<file path="config.mk">
export PLATFORM = sky130hd
export DESIGN_NAME = denormalizer
export DESIGN_NICKNAME = d
export VERILOG_FILES = /design/src/rtl/norm_pkg.sv /design/src/rtl/denorm_mac.sv /design/src/rtl/denormalizer.sv
export SDC_FILE = /design/constraint.sdc
export NUM_CORES = 1
export LEC_CHECK = 0
export CAP_MARGIN = 10
export CORE_ASPECT_RATIO = 1.2
export CORE_UTILIZATION = 50
export DETAILED_ROUTE_END_ITERATION = 12
export PLACE_DENSITY = 0.77
export SLEW_MARGIN = 5
export SYNTH_ARGS = -nofsm -noshare
export SYNTH_HDL_FRONTEND = slang
export SYNTH_SLANG_ARGS = --single-unit
</file>
<file path="constraint.sdc">
create_clock -name i_clk -period 10.8 [get_ports i_clk]
set_input_delay 2.16 -clock i_clk [delete_from_list [all_inputs] [get_ports i_clk]]
set_output_delay 2.16 -clock i_clk [all_outputs]
set_load 0.02 [all_outputs]
</file>
<file path="src/rtl/norm_pkg.sv">
// Shared constants for the sensor normalize/denormalize pair: channel count,
// fixed-point format and per-channel statistics.
package norm_pkg;

  localparam int NCH       = 8;
  localparam int FRAC_BITS = 8;

  // Per-channel offsets are signed, spreads are unsigned.
  localparam logic signed [15:0] MEAN [0:7] = '{
    16'sh0305, -16'sh0058, 16'sh0101, 16'sh013E,
    16'sh0144,  16'sh014E, 16'sh0154, 16'sh0133
  };

  localparam logic [15:0] STD [0:7] = '{
    16'h01F1, 16'h00FD, 16'h0110, 16'h0013,
    16'h002D, 16'h002B, 16'h0024, 16'h0029
  };

  typedef enum logic [1:0] {
    IDLE = 2'd0,
    CALC = 2'd1,
    DONE = 2'd2
  } state_t;

endpackage

</file>
<file path="src/rtl/denorm_mac.sv">
// Combinational denormalize datapath for one channel:
// sat16(round(norm * std) + mean).
module denorm_mac #(
  parameter int FRAC_BITS = norm_pkg::FRAC_BITS
) (
  input  logic [15:0] norm,
  input  logic [15:0] std,
  input  logic [15:0] mean,
  output logic [15:0] result
);

  localparam logic signed [32:0] ROUND_HALF = 33'sd1 <<< (FRAC_BITS - 1);

  logic signed [32:0] product;
  logic signed [32:0] rounded;
  logic signed [32:0] shifted;
  logic signed [33:0] sum;

  // std is zero-extended so it is treated as unsigned in the signed multiply.
  always_comb begin
    product = $signed(norm) * $signed({1'b0, std});
    rounded = product + ROUND_HALF;
    shifted = rounded >>> FRAC_BITS;
    sum     = $signed({shifted[32], shifted}) + $signed({{18{mean[15]}}, mean});
    if (sum > 34'sd32767)
      result = 16'h7FFF;
    else if (sum < -34'sd32768)
      result = 16'h8000;
    else
      result = sum[15:0];
  end

endmodule

</file>
<file path="src/rtl/denormalizer.sv">
// Captures a bank of Q8.8 normalized values and denormalizes them one channel
// per cycle through a single shared datapath.
module denormalizer #(
  parameter int NCH       = norm_pkg::NCH,
  parameter int FRAC_BITS = norm_pkg::FRAC_BITS
) (
  input  logic        i_clk,
  input  logic        i_rst,
  input  logic        i_start,
  input  logic [15:0] i_norm [NCH],
  output logic [15:0] o_data [NCH],
  output logic        o_busy,
  output logic        o_finished
);

  import norm_pkg::*;

  localparam int CW = (NCH > 1) ? $clog2(NCH) : 1;

  state_t        state;
  state_t        state_next;
  logic [CW-1:0] cnt;
  logic [15:0]   bank [NCH];
  logic [15:0]   mac_out;
  logic          last;

  assign last = (cnt == CW'(NCH - 1));

  denorm_mac #(
    .FRAC_BITS(FRAC_BITS)
  ) u_mac (
    .norm  (bank[cnt]),
    .std   (STD[cnt]),
    .mean  (MEAN[cnt]),
    .result(mac_out)
  );

  always_ff @(posedge i_clk) begin
    if (i_rst)
      state <= IDLE;
    else
      state <= state_next;
  end

  always_comb begin
    state_next = state;
    case (state)
      IDLE:    if (i_start) state_next = CALC;
      CALC:    if (last)    state_next = DONE;
      DONE:    state_next = IDLE;
      default: state_next = IDLE;
    endcase
  end

  always_comb begin
    o_busy = (state != IDLE);
  end

  // Capture bank, channel counter and result registers; reset aborts a run.
  always_ff @(posedge i_clk) begin
    if (i_rst) begin
      cnt        <= '0;
      o_finished <= 1'b0;
      bank       <= '{default: '0};
      o_data     <= '{default: '0};
    end else begin
      o_finished <= 1'b0;
      case (state)
        IDLE: begin
          if (i_start) begin
            bank <= i_norm;
            cnt  <= '0;
          end
        end
        CALC: begin
          o_data[cnt] <= mac_out;
          cnt         <= cnt + 1'b1;
          if (last)
            o_finished <= 1'b1;
        end
        default: ;
      endcase
    end
  end

endmodule

</file>
==> results of run 1 <==
==> cell families (layout without fill, tap and decap cells) <==
logic type / after synthesis / count (layout) / share of synthesized area
and+or+nand+nor: 595 / 595 / 0.1507
AOI/OAI and AO/OA: 476 / 476 / 0.1890
buffers and inverters: 297 / 556 / 0.07173
DFF: 262 / 262 / 0.3053
adders and majority gates: 241 / 241 / 0.2174
muxes: 64 / 64 / 0.05098
xor gates and xnor gates: 29 / 29 / 0.01478
==> where the power goes <==
group | internal (mW) | switching (mW) | total, mW
Combinational | 0.663 | 1.29 | 1.95
Clock | 0.490 | 0.377 | 0.867
Sequential | 1.03 | 0.0395 | 1.07
Total | 2.18 | 1.71 | 3.89
==> routing by layer <==
metal / wire (um) / vias up
met5: 0 / -
met2: 24510 / 686
met1: 19780 / 7319
met4: 2296 / 0
met3: 3260 / 119
li1: - / 7249
==> how the worst min path moves through the flow <==
stage / endpoint / start
3_3_place_gp: bank[57] / bank[57]
4_1_cts: bank[38] / bank[38]
3_5_place_dp: bank[38] / bank[38]
2_1_floorplan: bank[101] / bank[101]
5_1_grt: bank[37] / bank[37]
6_report: bank[38] / bank[38]
==> metrics by stage <==
| step | setup WS [ps] | hold WS, ps |
|---|---|---|
| after floorplan | 362.8 | 432.9 |
| after global placement | 330.6 | 439.3 |
| after detailed placement | 72.80 | 443.1 |
| after CTS | 26.02 | 451.5 |
| after global routing | 18.94 | 466.8 |
| final | 442.8 | 451.9 |
==> worst max-delay path: cells and delay by family (launching register included) <==
family	cells	cell delay, ps
AOI/OAI and AO/OA	15	4070
adders and majority gates	8	2900
and+or+nand+nor	8	1450
muxes	2	730
DFF	1	490
buffers and inverters	4	480
xor gates and xnor gates	1	130
==> timing repair <==
action / in CTS / in global routing
setup endpoints to repair: 1 / 120
setup buffers: 0 / 6
gates resized for setup: 1 / 33
==> Yosys cell counts, drive strengths merged, types with 23 or more instances <==
| cell | n | area share |
|---|---|---|
| dfxtp | 262 | 0.31 |
| nand2 | 356 | 0.078 |
| ha | 145 | 0.11 |
| nor2 | 114 | 0.025 |
| mux2i | 32 | 0.019 |
| o21ai | 55 | 0.016 |
| and2 | 23 | 0.0084 |
| a21oi | 207 | 0.060 |
| a221o | 102 | 0.059 |
| buf | 41 | 0.016 |
| fa | 96 | 0.11 |
| a21o | 24 | 0.010 |
| inv | 180 | 0.039 |
| clkbuf | 75 | 0.016 |
==> sequential cells by signal (all words and copies together), names as in the netlist <==
name and cells:
bank 128, cnt 3, o_data 128, o_finished 1
state 2
==> cell type report <==
class / count / area, um^2
well taps: 456 / 570.5
repair buffers: 328 / 3134
inverters: 181 / 679.4
clock inverters: 7 / 58.81
flip-flops and latches: 262 / 5254
clock buffers: 40 / 764.5
fillers: 2894 / 12710
multi-input cells: 1405 / 10810
==> tab_implementation.tex, run 1 <==
\begin{tabular}{lr}
\hline
Metric & Value \\
\hline
\multicolumn{2}{l}{\textbf{Synthesis}} \\
\quad Number of enable flip-flop cells after synthesis & 0 \\
\quad Post-synthesis area per instance & 8.748 um\^{}2 \\
\quad Async S/R FF share, synth & 0 \\
\quad Net count after synthesis & about 2,300 \\
\quad Unique cell type count in the Yosys netlist & 71 \\
\quad Leading register cell type out of synthesis & sky130\_fd\_sc\_hd\_\_dfxtp\_1 \\
\quad Number of standard cells after synthesis & 1,964 \\
\quad Post-synthesis sequential area ratio & 0.3053 \\
\quad Summed instance area of the synthesized netlist & about 0.017 mm\^{}2 \\
\quad Synth warnings & 0 \\
\quad Count of state elements after synthesis & 262 \\
\multicolumn{2}{l}{\textbf{Pwr}} \\
\quad P per Cell Area & $\sim$180 mW/mm\^{}2 \\
\quad Leak pwr & slightly above 9 nW \\
\quad Peak ir drop on the vdd network & 0.1500 mV \\
\quad Total power draw & 3.886 mW \\
\multicolumn{2}{l}{\textbf{Job}} \\
\quad Max-capacitance violation count & 0 \\
\multicolumn{2}{l}{\textbf{STA}} \\
\quad RSZ-0062 raised after global routing & false \\
\quad Fin. max-slew vios & 0 \\
\quad Setup violators final & 0 \\
\quad Maximum operating frequency & 0.09655 GHz \\
\quad Slew headroom & 0.1348 \\
\quad Transition time of the tightest slew-check pin & approximately 1300 ps \\
\quad Worst clock skew on the final layout & 19.43 ps \\
\quad Share of the clock period used by the worst path after layout & 0.9590 \\
\quad Final critical-path required period & between 10,000 and 15,000 ps \\
\quad Fin. Hold Viols & 0 \\
\quad Setup TNS & 0 ps \\
\multicolumn{2}{l}{\textbf{Run status}} \\
\quad Outcome & finished, final reports clean \\
\multicolumn{2}{l}{\textbf{Routing}} \\
\quad Number of vias per cell & 5.738 \\
\quad Detail-routed net length per standard cell & $\sim$19 um \\
\quad Number of DRC violations after detailed routing & 0 \\
\quad Detailed router's first-iteration violation count & about 1,200 \\
\quad Drt pass-1 iters & 6 \\
\quad Number of nets with antenna violations after routing & 0 \\
\quad Total via count in the routed design & 15,370 \\
\quad Final WL & 49,850 um \\
\multicolumn{2}{l}{\textbf{Floorplanning}} \\
\quad Io pins & 261 \\
\quad Number of rows in the core area & 74 \\
\quad Initial core utilization & 0.5056 \\
\quad X dimension of the die & 171.2 um \\
\quad Die height & 205.1 um \\
\quad Floorplan die area & 0.03511 mm\^{}2 \\
\quad Core region area & approximately 0.034 mm\^{}2 \\
\multicolumn{2}{l}{\textbf{Worst setup path}} \\
\quad Crit path capture type & flip-flop \\
\quad Worst setup path startpoint & cnt[0] \\
\quad Worst Path Arrival & 10,800 ps \\
\quad CP max stage delay & a little over 900 ps \\
\quad Worst reg2reg startpoint & cnt[0] \\
\quad Critical-path maximum fanout & 19 \\
\quad Startpoint Class & flip-flop \\
\quad Worst endpoint required time & 11,250 ps \\
\quad Category of the most critical setup path & reg -> reg \\
\quad Master of the slowest instance on the critical path & sky130\_fd\_sc\_hd\_\_a311oi\_2 \\
\quad Reg2Reg Setup Slack & 440 ps \\
\quad Reg2reg path depth & 38 \\
\quad Worst R2R End & o\_data[82] \\
\quad Capturing instance or port of the critical path & o\_data[82] \\
\multicolumn{2}{l}{\textbf{Cells and area}} \\
\quad Area Overhead vs Synth & 23.78\% \\
\quad Leading cell types in the layout, fill and taps excluded & sky130\_fd\_sc\_hd\_\_nand2\_1, sky130\_fd\_sc\_hd\_\_dfxtp\_1, sky130\_fd\_sc\_hd\_\_clkdlybuf4s50\_1, sky130\_fd\_sc\_hd\_\_a21oi\_1, sky130\_fd\_sc\_hd\_\_inv\_1 \\
\quad Final Core Density & 0.6259 \\
\quad Leading cell type in the layout, fill and taps excluded & sky130\_fd\_sc\_hd\_\_nand2\_1 \\
\quad ANT cells & 0 \\
\quad Final std cells w/o fill & 2,679 \\
\quad Layout Nets & 2,576 \\
\quad Share of post-route cells with drive strength above 1 & 0.08682 \\
\quad Finished layout cell area & 0.02127 mm\^{}2 \\
\multicolumn{2}{l}{\textbf{Placed design}} \\
\quad Estimated wirelength of the detail-placed design & 39,000 um \\
\quad Inst Count DP & 2,626 \\
\quad Final GP Congestion & roughly 0.99 \\
\quad Placed Area & 0.02031 mm\^{}2 \\
\quad Number of buffer cells added on primary ports & 260 \\
\multicolumn{2}{l}{\textbf{Min path}} \\
\quad Kind of path behind the tightest hold check & reg -> reg \\
\quad Hold-critical path depth & 2 \\
\multicolumn{2}{l}{\textbf{GRT}} \\
\quad Global-route total usage across every layer & 0.2805 \\
\quad Most used routing layer & met2 \\
\quad Via count of the first global-routing pass & roughly 15,000 \\
\quad Met2 Resource Use GR & 0.4920 \\
\quad First-pass GRT wire length & 77,440 um \\
\quad Fraction of met1 tracks used by global routing & 0.3435 \\
\quad Global Route met3 Usage & 0.03033 \\
\quad Number of antenna violations at the first check in global routing & 0 \\
\quad Final global-route overflow total & 0 \\
\quad Pin count of the biggest net entering global routing & between 100 and 150 \\
\multicolumn{2}{l}{\textbf{CTS}} \\
\quad Clock Latency Late Sink & 540 ps \\
\quad Maximum level of the CTS H-tree & 1 \\
\quad Clk Tree Root Cell & sky130\_fd\_sc\_hd\_\_clkbuf\_16 \\
\quad TritonCTS Sinks & 262 \\
\quad Clock slew at the register clock pins of the worst setup and hold paths & approximately 60 ps \\
\quad Number of buffers added by the clock tree synthesis step & 26 \\
\quad Clock tree from TritonCTS & yes \\
\quad Clk buf depth & 3 \\
\quad \# hold bufs at CTS & 0 \\
\hline
\end{tabular}
No activity file was read; power rests on OpenSTA's default activity.
==> run 2, diff against run 1 <==
--- a/config.mk
+++ b/config.mk
@@ -7,7 +7,8 @@
 export LEC_CHECK = 0
+export ABC_CLOCK_PERIOD_IN_PS = 10800
 export CAP_MARGIN = 10
 export CORE_ASPECT_RATIO = 1.2
-export CORE_UTILIZATION = 50
+export CORE_UTILIZATION = 38
 export DETAILED_ROUTE_END_ITERATION = 12
-export PLACE_DENSITY = 0.77
+export PLACE_DENSITY = 0.61
 export SLEW_MARGIN = 5
--- a/constraint.sdc
+++ b/constraint.sdc
@@ -3,2 +3,2 @@
 set_output_delay 2.16 -clock i_clk [all_outputs]
-set_load 0.02 [all_outputs]
+set_load 0.005 [all_outputs]
==> tab_implementation.tex, run 2 (synthesis gave the netlist of run 1 again) <==
\begin{tabular}{lr}
\hline
Metric & Value \\
\hline
\multicolumn{2}{l}{\textbf{STA}} \\
\quad Share of the clock period used by the worst path after layout & 0.9474 \\
\quad Fin. max-slew vios & 0 \\
\quad Transition time of the tightest slew-check pin & 1161 ps \\
\quad Fin. Hold Viols & 0 \\
\quad Slew headroom & 0.2232 \\
\quad Maximum operating frequency & 0.09774 GHz \\
\quad Setup TNS & 0 ps \\
\quad Setup violators final & 0 \\
\quad Final setup margin & 568.3 ps \\
\quad Worst clock skew on the final layout & 14.21 ps \\
\quad Final critical-path required period & 10,230 ps \\
\quad Hold slack & 451.6 ps \\
\multicolumn{2}{l}{\textbf{Worst setup path}} \\
\quad Crit path capture type & flip-flop \\
\quad Master of the slowest instance on the critical path & sky130\_fd\_sc\_hd\_\_fa\_1 \\
\quad Worst Path Arrival & between 10,000 and 15,000 ps \\
\quad Category of the most critical setup path & reg -> reg \\
\quad CP max stage delay & 550 ps \\
\quad Critical-path maximum fanout & 15 \\
\quad Startpoint Class & flip-flop \\
\quad Worst endpoint required time & 11,240 ps \\
\multicolumn{2}{l}{\textbf{Min path}} \\
\quad Kind of path behind the tightest hold check & reg -> reg \\
\multicolumn{2}{l}{\textbf{Routing}} \\
\quad Number of vias per cell & 5.277 \\
\quad Detail-routed net length per standard cell & 18.32 um \\
\quad Number of DRC violations after detailed routing & 0 \\
\quad Total via count in the routed design & 14,970 \\
\quad Final WL & 51,950 um \\
\quad Number of nets with antenna violations after routing & 0 \\
\quad Drt pass-1 iters & 6 \\
\quad Detailed router's first-iteration violation count & between 800 and 900 \\
\multicolumn{2}{l}{\textbf{CTS}} \\
\quad Clk Tree Root Cell & sky130\_fd\_sc\_hd\_\_clkbuf\_16 \\
\quad Number of buffers added by the clock tree synthesis step & 27 \\
\quad Clock slew at the register clock pins of the worst setup and hold paths & 60 ps \\
\quad Maximum level of the CTS H-tree & 1 \\
\quad TritonCTS Sinks & 262 \\
\quad Clock Latency Late Sink & 560 ps \\
\quad Clock tree from TritonCTS & yes \\
\quad Clk buf depth & 3 \\
\multicolumn{2}{l}{\textbf{Placed design}} \\
\quad Final GP Congestion & just over 0.9 \\
\quad Post-placement setup slack & -35.36 ps \\
\quad Number of buffer cells added on primary ports & 260 \\
\quad Estimated wirelength of the detail-placed design & 41,240 um \\
\multicolumn{2}{l}{\textbf{Pwr}} \\
\quad Total power draw & 3.997 mW \\
\quad P per Cell Area & 185.2 mW/mm\^{}2 \\
\quad Peak ir drop on the vdd network & 0.1596 mV \\
\quad Leak pwr & 9.399 nW \\
\multicolumn{2}{l}{\textbf{Floorplanning}} \\
\quad X dimension of the die & 196.1 um \\
\quad Initial core utilization & 0.3837 \\
\quad Die height & 234.9 um \\
\quad Core region area & about 0.045 mm\^{}2 \\
\quad Io pins & approximately 260 \\
\quad Number of rows in the core area & 85 \\
\quad Floorplan die area & 0.04607 mm\^{}2 \\
\multicolumn{2}{l}{\textbf{Cells and area}} \\
\quad Layout Nets & 2,580 \\
\quad Leading cell type in the layout, fill and taps excluded & sky130\_fd\_sc\_hd\_\_nand2\_1 \\
\quad Share of post-route cells with drive strength above 1 & 0.09160 \\
\quad Area Overhead vs Synth & 25.65\% \\
\quad Total of fill cells in the finished design & 4,304 \\
\quad Registers with the highest flip-flop counts & bank x128, o\_data x128, cnt x3 \\
\quad ANT cells & 0 \\
\quad Leading cell types in the layout, fill and taps excluded & sky130\_fd\_sc\_hd\_\_nand2\_1, sky130\_fd\_sc\_hd\_\_dfxtp\_1, sky130\_fd\_sc\_hd\_\_clkdlybuf4s50\_1, sky130\_fd\_sc\_hd\_\_a21oi\_1, sky130\_fd\_sc\_hd\_\_inv\_1 \\
\multicolumn{2}{l}{\textbf{GRT}} \\
\quad Number of antenna violations at the first check in global routing & 0 \\
\quad Via count of the first global-routing pass & 15,130 \\
\quad Pin count of the biggest net entering global routing & about 110 \\
\quad Final global-route overflow total & 0 \\
\quad Global-route total usage across every layer & 0.2223 \\
\quad First-pass GRT wire length & about 81,000 um \\
\multicolumn{2}{l}{\textbf{Run status}} \\
\quad Outcome & finished, final reports clean \\
\multicolumn{2}{l}{\textbf{Job}} \\
\quad Max-capacitance violation count & 0 \\
\hline
\end{tabular}
==> run 2: changes by cell type in the layout (fill, tap and decap cells not counted), sizes merged <==
cell,delta
bufinv,+1
clkinv,-2
clkbuf,+1
inv,+1
buf,+3
==> run 2: worst paths after layout <==
kind,startpoint,end,slack [ps],cells after the start
setup / recovery,cnt[1],o_data[74],570,40
hold / removal,bank[18],bank[18],450,2
setup reg to reg,cnt[1],o_data[74],570,40
hold reg to reg,bank[18],bank[18],450,2
==> run 2: worst max-delay path: cells and delay by family, from the launching register on <==
family | cells | cell delay (ps)
AO/OA/AOI/OAI | 13 | 3590
adder cells (fa/ha/maj) | 8 | 3200
buffers and inverters | 6 | 750
AND/OR/NAND/NOR | 11 | 1710
multiplexers | 1 | 310
XOR/XNOR | 1 | 130
flip-flops | 1 | 410
==> run 2: area by class of cell <==
class	count	area, um^2	share of cell area
multi-input combinational	1405	10820	0.5010
sequential	262	5254	0.2434
timing repair buffer	331	3196	0.1480
clock buffer	41	809.5	0.03750
tap	609	762.0	0.03530
inverter	181	679.4	0.03147
clock inverter	7	72.57	0.003362
==> run 2: stage by stage <==
stage	util	cells	area, um^2
after floorplan	-	1964	17180
after global placement	0.4589	2780	20550
after detailed placement	0.4589	2780	20550
after CTS	0.4789	2828	21440
after global routing	0.4822	2836	21590
final	0.4822	2836	21590
==> run 2: power breakdown <==
group / internal [mW] / switching [mW]
clock: 0.540 / 0.388
combinational: 0.724 / 1.28
sequential: 1.03 / 0.0352
total: 2.29 / 1.71
==> run 2: routing by layer <==
metal  up-vias  global-route usage  routed length, um
met5         -                   0                  0
met4         0             0.08523               1847
met3        92             0.02713               2827
met2       500              0.3887              25340
met1      7113              0.2774              21930
li1       7260                   -                  -
==> run 2: repair_timing <==
action | CTS | global route
pin swaps | 0 | 0
resized for setup | 3 | 29
setup endpoints to repair | 102 | 127
hold buffers | 0 | 0
gates cloned | 0 | 0
buffers inserted | 0 | 8
